### config.mk
export PLATFORM = sky130hd
export DESIGN_NAME = dmem_arbiter
export DESIGN_NICKNAME = d
export VERILOG_FILES = /design/src/rtl/dmem_arbiter_pkg.sv /design/src/rtl/dmem_arb_fsm.sv /design/src/rtl/dmem_arbiter.sv
export SDC_FILE = /design/constraint.sdc
export NUM_CORES = 1
export LEC_CHECK = 0
export ABC_AREA = 1
export BUFFER_PORTS_ARGS = -buffer_cell sky130_fd_sc_hd__buf_2
export CAP_MARGIN = 5
export CORE_UTILIZATION = 36
export DETAILED_ROUTE_END_ITERATION = 7
export GPL_TIMING_DRIVEN = 0
export PLACE_DENSITY = 0.82
export SYNTH_ARGS = -nofsm -noshare
export SYNTH_HDL_FRONTEND = slang
export SYNTH_HIERARCHICAL = 1
export SYNTH_SLANG_ARGS = --single-unit
### constraint.sdc
create_clock -name clk -period 1.56 [get_ports clk]
set_input_delay 0.078 -clock clk [delete_from_list [all_inputs] [get_ports clk]]
set_output_delay 0.078 -clock clk [all_outputs]
set_load 0.02 [all_outputs]
### src/rtl/dmem_arbiter_pkg.sv
`default_nettype none
// ============================================================================
// Module      : dmem_arbiter_pkg
// Description : Shared encodings for the data-memory arbiter.
//               Holds the arbiter state codes, the memory owner-select codes,
//               and a width helper used to size the internal counters.
// Revision    : 1.0 - initial release
// ============================================================================
package dmem_arbiter_pkg;

    // Arbiter states: S_CPU is normal operation (CPU has fixed priority),
    // S_DMA is the forced DMA slot that relieves a starved requester.
    localparam logic [0:0] S_CPU = 1'b0;
    localparam logic [0:0] S_DMA = 1'b1;

    // Memory owner select: which requester drives the data_memory port.
    localparam logic [0:0] OWN_CPU = 1'b0;
    localparam logic [0:0] OWN_DMA = 1'b1;

    // Number of bits needed to hold the values 0..max_val, never below 1.
    function automatic int cnt_width(input int max_val);
        int w;
        w = 1;
        for (int i = 1; i < 31; i++) begin
            if ((1 << i) <= max_val) begin
                w = i + 1;
            end
        end
        return w;
    endfunction

endpackage
`default_nettype wire

### src/rtl/dmem_arb_fsm.sv
`default_nettype none
// ============================================================================
// Module      : dmem_arb_fsm
// Description : Grant controller for the data-memory arbiter.
//               Tracks how long the DMA requester has been refused and forces
//               a bounded DMA slot once that wait reaches STARVE_LIMIT.
// Ports       : clk, rst (async, active-low)
//               cpu_req, dma_valid, dma_last   - request inputs
//               owner      - OWN_CPU / OWN_DMA memory select
//               dma_ready  - DMA beat accepted this cycle
//               cpu_stall  - hold the CPU pipeline this cycle
// Revision    : 1.0 - initial release
// ============================================================================
module dmem_arb_fsm
    import dmem_arbiter_pkg::*;
#(
    parameter int STARVE_LIMIT = 3,
    parameter int MAX_BURST    = 4
) (
    input  logic       clk,
    input  logic       rst,
    input  logic       cpu_req,
    input  logic       dma_valid,
    input  logic       dma_last,
    output logic [0:0] owner,
    output logic       dma_ready,
    output logic       cpu_stall
);

    localparam int c_SW = cnt_width(STARVE_LIMIT);
    localparam int c_BW = cnt_width(MAX_BURST - 1);
    localparam logic [c_SW-1:0] c_STARVE_MAX = c_SW'(STARVE_LIMIT);
    localparam logic [c_BW-1:0] c_BEAT_LAST  = c_BW'(MAX_BURST - 1);

    logic [0:0]      r_state;
    logic [c_SW-1:0] r_starve_cnt;
    logic [c_BW-1:0] r_beat_cnt;

    logic [0:0]      w_owner;
    logic            w_dma_ready;
    logic            w_cpu_stall;

    // Grant decode. These must be combinational: the CPU pipeline and the
    // DMA handshake both need the decision in the same cycle as the request.
    // While reset is asserted nothing is granted and nothing is stalled.
    always_comb begin
        w_owner     = OWN_CPU;
        w_dma_ready = 1'b0;
        w_cpu_stall = 1'b0;
        if (rst) begin
            if (r_state == S_DMA) begin
                // Forced slot: DMA beats win; a DMA bubble hands the cycle
                // back to the CPU without a stall.
                if (dma_valid) begin
                    w_owner     = OWN_DMA;
                    w_dma_ready = 1'b1;
                    w_cpu_stall = cpu_req;
                end
            end else if (!cpu_req && dma_valid) begin
                // CPU idle: DMA gets the port opportunistically.
                w_owner     = OWN_DMA;
                w_dma_ready = 1'b1;
            end
        end
    end

    always_ff @(posedge clk or negedge rst) begin
        if (!rst) begin
            r_state      <= S_CPU;
            r_starve_cnt <= '0;
            r_beat_cnt   <= '0;
        end else if (r_state == S_CPU) begin
            r_beat_cnt <= '0;
            if (!dma_valid || w_dma_ready) begin
                // Either nothing is waiting or the beat just went through.
                r_starve_cnt <= '0;
            end else if (r_starve_cnt == c_STARVE_MAX) begin
                // Refused again with the counter already at its limit: the
                // next cycle becomes a forced DMA slot. A beat that was
                // accepted opportunistically at the limit already relieved
                // the wait, so it takes the clearing branch above instead.
                r_state      <= S_DMA;
                r_starve_cnt <= '0;
            end else begin
                r_starve_cnt <= r_starve_cnt + 1'b1;
            end
        end else begin
            // Every S_DMA cycle either accepts a beat or ends the slot, and
            // both clear the starvation count.
            r_starve_cnt <= '0;
            if (dma_valid) begin
                if (dma_last || (r_beat_cnt == c_BEAT_LAST)) begin
                    r_state    <= S_CPU;
                    r_beat_cnt <= '0;
                end else begin
                    r_beat_cnt <= r_beat_cnt + 1'b1;
                end
            end else begin
                r_state    <= S_CPU;
                r_beat_cnt <= '0;
            end
        end
    end

    assign owner     = w_owner;
    assign dma_ready = w_dma_ready;
    assign cpu_stall = w_cpu_stall;

endmodule
`default_nettype wire

### src/rtl/dmem_arbiter.sv
`default_nettype none
// ============================================================================
// Module      : dmem_arbiter
// Description : Shares the single-port data memory between the CPU MEM stage
//               (fixed priority, zero added latency) and a DMA/debug port.
//               A starvation counter forces bounded DMA slots during which
//               the CPU pipeline is stalled.
// Ports       : clk, rst (async, active-low)
//               cpu_*  - MEM-stage request, store data, load data, stall
//               dma_*  - valid/ready beat interface, registered read return
//               mem_*  - connection to the data_memory instance
// Revision    : 1.0 - initial release
// ============================================================================
module dmem_arbiter
    import dmem_arbiter_pkg::*;
#(
    parameter int DSIZE        = 16,
    parameter int STARVE_LIMIT = 3,
    parameter int MAX_BURST    = 4
) (
    input  logic             clk,
    input  logic             rst,
    // CPU MEM stage
    input  logic             cpu_req,
    input  logic             cpu_we,
    input  logic [DSIZE-1:0] cpu_addr,
    input  logic [DSIZE-1:0] cpu_wdata,
    output logic [DSIZE-1:0] cpu_rdata,
    output logic             cpu_stall,
    // DMA / debug requester
    input  logic             dma_valid,
    input  logic             dma_last,
    input  logic             dma_we,
    input  logic [DSIZE-1:0] dma_addr,
    input  logic [DSIZE-1:0] dma_wdata,
    output logic             dma_ready,
    output logic [DSIZE-1:0] dma_rdata,
    output logic             dma_rvalid,
    // data_memory
    output logic             mem_wen,
    output logic             mem_ren,
    output logic [DSIZE-1:0] mem_addr,
    output logic [DSIZE-1:0] mem_wdata,
    input  logic [DSIZE-1:0] mem_rdata
);

    logic [0:0]       w_owner;
    logic             w_dma_ready;
    logic             w_cpu_stall;
    logic             w_mem_wen;
    logic             w_mem_ren;
    logic [DSIZE-1:0] w_mem_addr;
    logic [DSIZE-1:0] w_mem_wdata;
    logic             w_dma_rd_accept;

    logic [DSIZE-1:0] r_dma_rdata;
    logic             r_dma_rvalid;

    dmem_arb_fsm #(
        .STARVE_LIMIT (STARVE_LIMIT),
        .MAX_BURST    (MAX_BURST)
    ) u_fsm (
        .clk       (clk),
        .rst       (rst),
        .cpu_req   (cpu_req),
        .dma_valid (dma_valid),
        .dma_last  (dma_last),
        .owner     (w_owner),
        .dma_ready (w_dma_ready),
        .cpu_stall (w_cpu_stall)
    );

    // Memory-side mux. The owner's write-enable picks write vs read; the
    // non-owner's address and data never reach the memory. Everything is
    // held at zero while reset is asserted.
    always_comb begin
        w_mem_wen   = 1'b0;
        w_mem_ren   = 1'b0;
        w_mem_addr  = '0;
        w_mem_wdata = '0;
        if (rst) begin
            if (w_owner == OWN_DMA) begin
                w_mem_wen   = dma_we;
                w_mem_ren   = ~dma_we;
                w_mem_addr  = dma_addr;
                w_mem_wdata = dma_wdata;
            end else begin
                // CPU owns the port; with no CPU request both enables stay low.
                w_mem_wen   = cpu_req & cpu_we;
                w_mem_ren   = cpu_req & ~cpu_we;
                w_mem_addr  = cpu_addr;
                w_mem_wdata = cpu_wdata;
            end
        end
    end

    assign w_dma_rd_accept = dma_valid & w_dma_ready & ~dma_we;

    // DMA read return: data captured at the accepting edge, rvalid is a
    // single-cycle pulse per accepted read beat.
    always_ff @(posedge clk or negedge rst) begin
        if (!rst) begin
            r_dma_rdata  <= '0;
            r_dma_rvalid <= 1'b0;
        end else begin
            r_dma_rvalid <= w_dma_rd_accept;
            if (w_dma_rd_accept) begin
                r_dma_rdata <= mem_rdata;
            end
        end
    end

    // Load data is a straight pass-through so the CPU sees no added latency.
    assign cpu_rdata  = mem_rdata;
    assign cpu_stall  = w_cpu_stall;
    assign dma_ready  = w_dma_ready;
    assign dma_rdata  = r_dma_rdata;
    assign dma_rvalid = r_dma_rvalid;
    assign mem_wen    = w_mem_wen;
    assign mem_ren    = w_mem_ren;
    assign mem_addr   = w_mem_addr;
    assign mem_wdata  = w_mem_wdata;

endmodule
`default_nettype wire

Word-level counts from Yosys, hierarchy flattened

Index checks and enable logic that the tools add are counted.

Logic and storage cells: 46
Output and inout port bits: 69
Bits of input ports: 87
Register bits: 22

Equal/unequal tests: 2
Reductions and logical operators: 5
$add $sub $neg: 2
Multiplexer cells: 26
Bitwise operators: 6

Operators by type and width:

| cell                  | count |
|---|---|
| $mux W16              | 4 |
| $mux W1               | 16 |
| $mux W2               | 6 |
| $add A2 B1 Y2 const B | 2 |
| $and A1 B1 Y1         | 4 |
| $eq A2 B2 Y1 const B  | 2 |
| $logic_not A1 Y1      | 2 |
| $logic_or A1 B1 Y1    | 2 |
| $not A1 Y1            | 2 |
| $logic_and A1 B1 Y1   | 1 |

Depth between registers and ports, before layout

Word-level depth: 8
Mapped depth: 9

By module

The synthesis kept the hierarchy.

By module, submodules not included:

| module       | area each (um^2) | cells each | sequential area each (um^2) | instances |
|---|---|---|---|---|
| dmem_arbiter | 1,278.7          | 202        | 425.4                       | 1 |
| dmem_arb_fsm | 247.7            | 29         | 125.1                       | 1 |

Worst setup path before layout

No wires, ideal clock.

Path type: register to output
From: register u_fsm.r_state
To: output mem_addr[10]
Setup slack: 0.020 ns
Path buffers: 2
Stages on the path, launching flop included: 10
Arrival: 1.462 ns
Cells stage by stage: dfrtp_1 inv_2 nand2_1 nand2_2 inv_1 buf_4 inv_2 buf_4 nor2_1 nor2_1

Longest elaborated chain between the ends: 4

Ends and longest elaborated chain:

| item                     | line               | text |
|---|---|---|
| start: declaration       | dmem_arb_fsm.sv:35 | `logic [0:0] r_state;` |
| start signal: assignment | dmem_arb_fsm.sv:69 | `r_state <= S_CPU;` |
| start signal: assignment | dmem_arb_fsm.sv:82 | `r_state <= S_DMA;` |
| start signal: assignment | dmem_arb_fsm.sv:93 | `r_state <= S_CPU;` |
| $mux W1 (2 in a row)     | n/a                |  |
| net dma_ready            | dmem_arbiter.sv:36 | `output logic dma_ready,` |
| $mux W16                 | dmem_arbiter.sv:82 | `if (w_owner == OWN_DMA) begin` |
| $mux W16                 | dmem_arbiter.sv:81 | `if (rst) begin` |
| end: declaration         | dmem_arbiter.sv:42 | `output logic [DSIZE-1:0] mem_addr,` |

The timed path passes the listed nets, and every way through them passes these cells.

Worst setup path after layout

From: register u_fsm.r_state
To: output mem_addr[0]

Longest elaborated chain between the ends: 4

Ends and longest elaborated chain:

| item        | line               | text |
|---|---|---|
| $mux W1     | dmem_arb_fsm.sv:51 | `if (r_state == S_DMA) begin` |
| $mux W1     | dmem_arb_fsm.sv:50 | `if (rst) begin` |
| net w_owner | dmem_arbiter.sv:47 | `logic [0:0] w_owner;` |
| $mux W16    | dmem_arbiter.sv:82 |  |
| $mux W16    | dmem_arbiter.sv:81 |  |

The timed path passes the listed nets, and every way through them passes these cells.

==> reports/qor.txt <==
P&R area growth vs syn -> 105.0%
Syn Area/Cell -> 6.608 um^2
Setup crit end kind -> primary output
Clock buffer depth -> 2
Register Area -> 550.5 um^2
Vias in the first global route -> 2062
Peak Freq -> 0.5589 GHz
Starting density of the core -> 37.89%
Post-DRT Antenna Nets -> 0
End of the worst register-to-register path -> dma_rdata[7]
Setup Crit Path Kind -> flip-flop to primary output
Post-Synth Simple-Gate Area -> 26.56%
Layout net count -> 495
Router iterations before antenna repair -> 4
Clk root buf -> clkbuf_8
First-pass GRT wire length -> 8769 um
Skew final -> 2.238 ps
Final setup viols -> 33
R2R depth -> 9
Post-route clock period utilization -> 114.7%
Yosys reg bits -> 22
Die height -> 67.12 um
Antenna diodes -> 0
Post-DP HPWL -> 3831 um
Unrepaired setup endpoints after global routing -> yes
Design Power -> 2.133 mW
Synthesized Nets -> 320
Yosys cell types -> 17
Seq/Total Area, Yosys -> 36.07%
Clock Pin Slew Worst Setup and Hold Paths -> 80 ps
Hold Path Sink -> dma_rdata[11]
Worst Path Arrival -> 1710 ps
Xor and xnor area share after synthesis -> 0%
Multi-input gate area -> 993.5 um^2
Hold path depth -> 3
Worst Hold Class -> input port to flip-flop
Startpoint Class -> flip-flop
Final Critical Period -> 1789 ps
Max-cap violations -> 0
Routability Congestion -> 0.7175
Total Routed Length -> 7490 um
Leak -> 1.737 nW
Worst Slack Setup Final -> -229.3 ps
Clock tree sinks -> 22
Wire length per cell -> 16.46 um
Mapped Area -> 1526 um^2
Commonest non-fill, non-tap cell in the layout -> buf_2
Share of cells above drive strength 1 -> 68.40%
Failing checks -> setup timing
RR Startpoint -> u_fsm/r_state
Mux cell area share after synthesis -> 0%
Total track usage -> 26.43%
Status -> finished, violations left
Syn Inst Count -> 231
PD cells -> 681.6 nW/um^2
Num CTS Buffers -> 3
Main combinational cell family by area after synthesis -> simple AND/OR/NAND/NOR gates
R2r setup slk -> 170 ps
Clock latency on the worst-skew pair -> 260 ps
Site Rows -> 23
Fillers -> 238
CP Data Required Time -> 1480 ps
Synth warnings -> 6
Largest net degree at the start of global routing -> 23
PortBufs -> 155
DRC viols -> 0
CTS tree -> done
Via Count -> 2335
Max VDD drop -> 616.7 uV
Tightest Pin Transition -> 938.5 ps
Fin. Hold Viols -> 0
Synth Area in Adders -> 1.639%
DR iter-0 viols -> 163
Max Slew Vio Count -> 0
Drt via density -> 5.132
Slew HR -> 37.23%
DIE AREA -> 4504 um^2
Top Ports -> 156
Total grt overflow -> 0
Worst Path Max Fanout -> 6
Core ar. -> 4029 um^2
H-tree levels -> 1
Commonest non-fill, non-tap cells in the layout -> buf_2 (125), buf_4 (52), nor2_1 (37)
Antenna violations before repair -> 0
Hold path startpoint -> mem_rdata[11]
Synth Area in Compound Gates -> 16.07%
Die Wd -> 67.12 um
Fin Setup TNS -> -3433 ps
## how the worst max path moves through the flow
| stage | start | to | cells after the start |
|---|---|---|---|
| final | u_fsm/r_state | mem_addr[0] | 9 |
| after global routing | u_fsm/r_state | mem_addr[0] | 9 |
| after CTS | u_fsm/r_state | mem_wdata[11] | 10 |
| after detailed placement | rst | mem_wdata[11] | 10 |
| after global placement | rst | mem_addr[5] | 10 |
| after floorplan | u_fsm/r_state | mem_addr[10] | 9 |
## final cells by class
class	instances	share of cell area, %
Buffer	29	9.036
Timing Repair inverter	1	0.5198
Sequential cell	22	17.59
Timing Repair Buffer	169	33.75
Clock buffer	4	1.759
Tap cell	50	1.999
Multi-Input combinational cell	154	31.75
Inverter	26	3.599
## cells in the mapped netlist, drive strengths merged
master | number | area [um^2]
nor2 | 71 | 266.5
o21ai | 48 | 240.2
inv | 26 | 97.60
nand2 | 26 | 100.1
buf | 25 | 182.7
dfrtp | 22 | 550.5
clkbuf | 4 | 20.02
nand3 | 4 | 25.02
ha | 2 | 25.02
a21oi | 1 | 5.000
nand3b | 1 | 7.510
or2 | 1 | 6.260
## kinds of logic after synthesis
logic type,count (synthesis)
AOI/OAI and AO/OA,49
adders and majority gates,2
buffers and inverters,55
DFF,22
and+or+nand+nor,103
## metal layers
layer / vias to the layer above / GRT usage (%) / share of wire, %
li1: 1051 / - / -
met1: 1061 / 24.16 / 35
met2: 169 / 50.38 / 47
met3: 54 / 5.993 / 11
met4: 0 / 18.62 / 6.5
met5: - / 0 / 0
## critical path, stage by stage (launching register included)
cell,delay [ps]
dfrtp_1,390
inv_2,70
nand2_2,50
nand2_2,90
inv_4,60
buf_12,150
buf_8,130
o21ai_2,230
nor2_1,90
buf_4,170
## power breakdown
group | internal [mW] | total, mW | switching [mW]
clock | 0.225 | 0.404 | 0.179
combinational | 0.428 | 1.01 | 0.581
sequential | 0.666 | 0.719 | 0.0526
## through the flow
step / util [%] / hold slack, ps / std cells / instance area [um^2] / worst slack, ps
floorplan: - / -217.6 / 231 / 1526 / 20.25
global placement: 58.70 / 108.9 / 436 / 2365 / -230.0
detailed placement: 58.70 / 114.7 / 436 / 2365 / -269.6
CTS: 70.87 / 63.11 / 453 / 2855 / -49.12
global route: 77.67 / 70.22 / 455 / 3129 / -318.1
finish: 77.67 / 68.28 / 455 / 3129 / -229.3
## state kept, by name (all words and copies together) (netlist names)
name / count
dma_rdata: 16
dma_rvalid: 1
u_fsm/r_beat_cnt: 2
u_fsm/r_starve_cnt: 2
u_fsm/r_state: 1
## timing repair
action / CTS / global route
endpoints found under the hold margin: 22 / 0
gates cloned: 8 / 0
buffers inserted: 4 / 2
hold buffers: 1 / 0
endpoints found under the setup margin: 34 / 34
resized for setup: 118 / 71
pin swaps: 38 / 17
(Power assumes the default switching activity.)
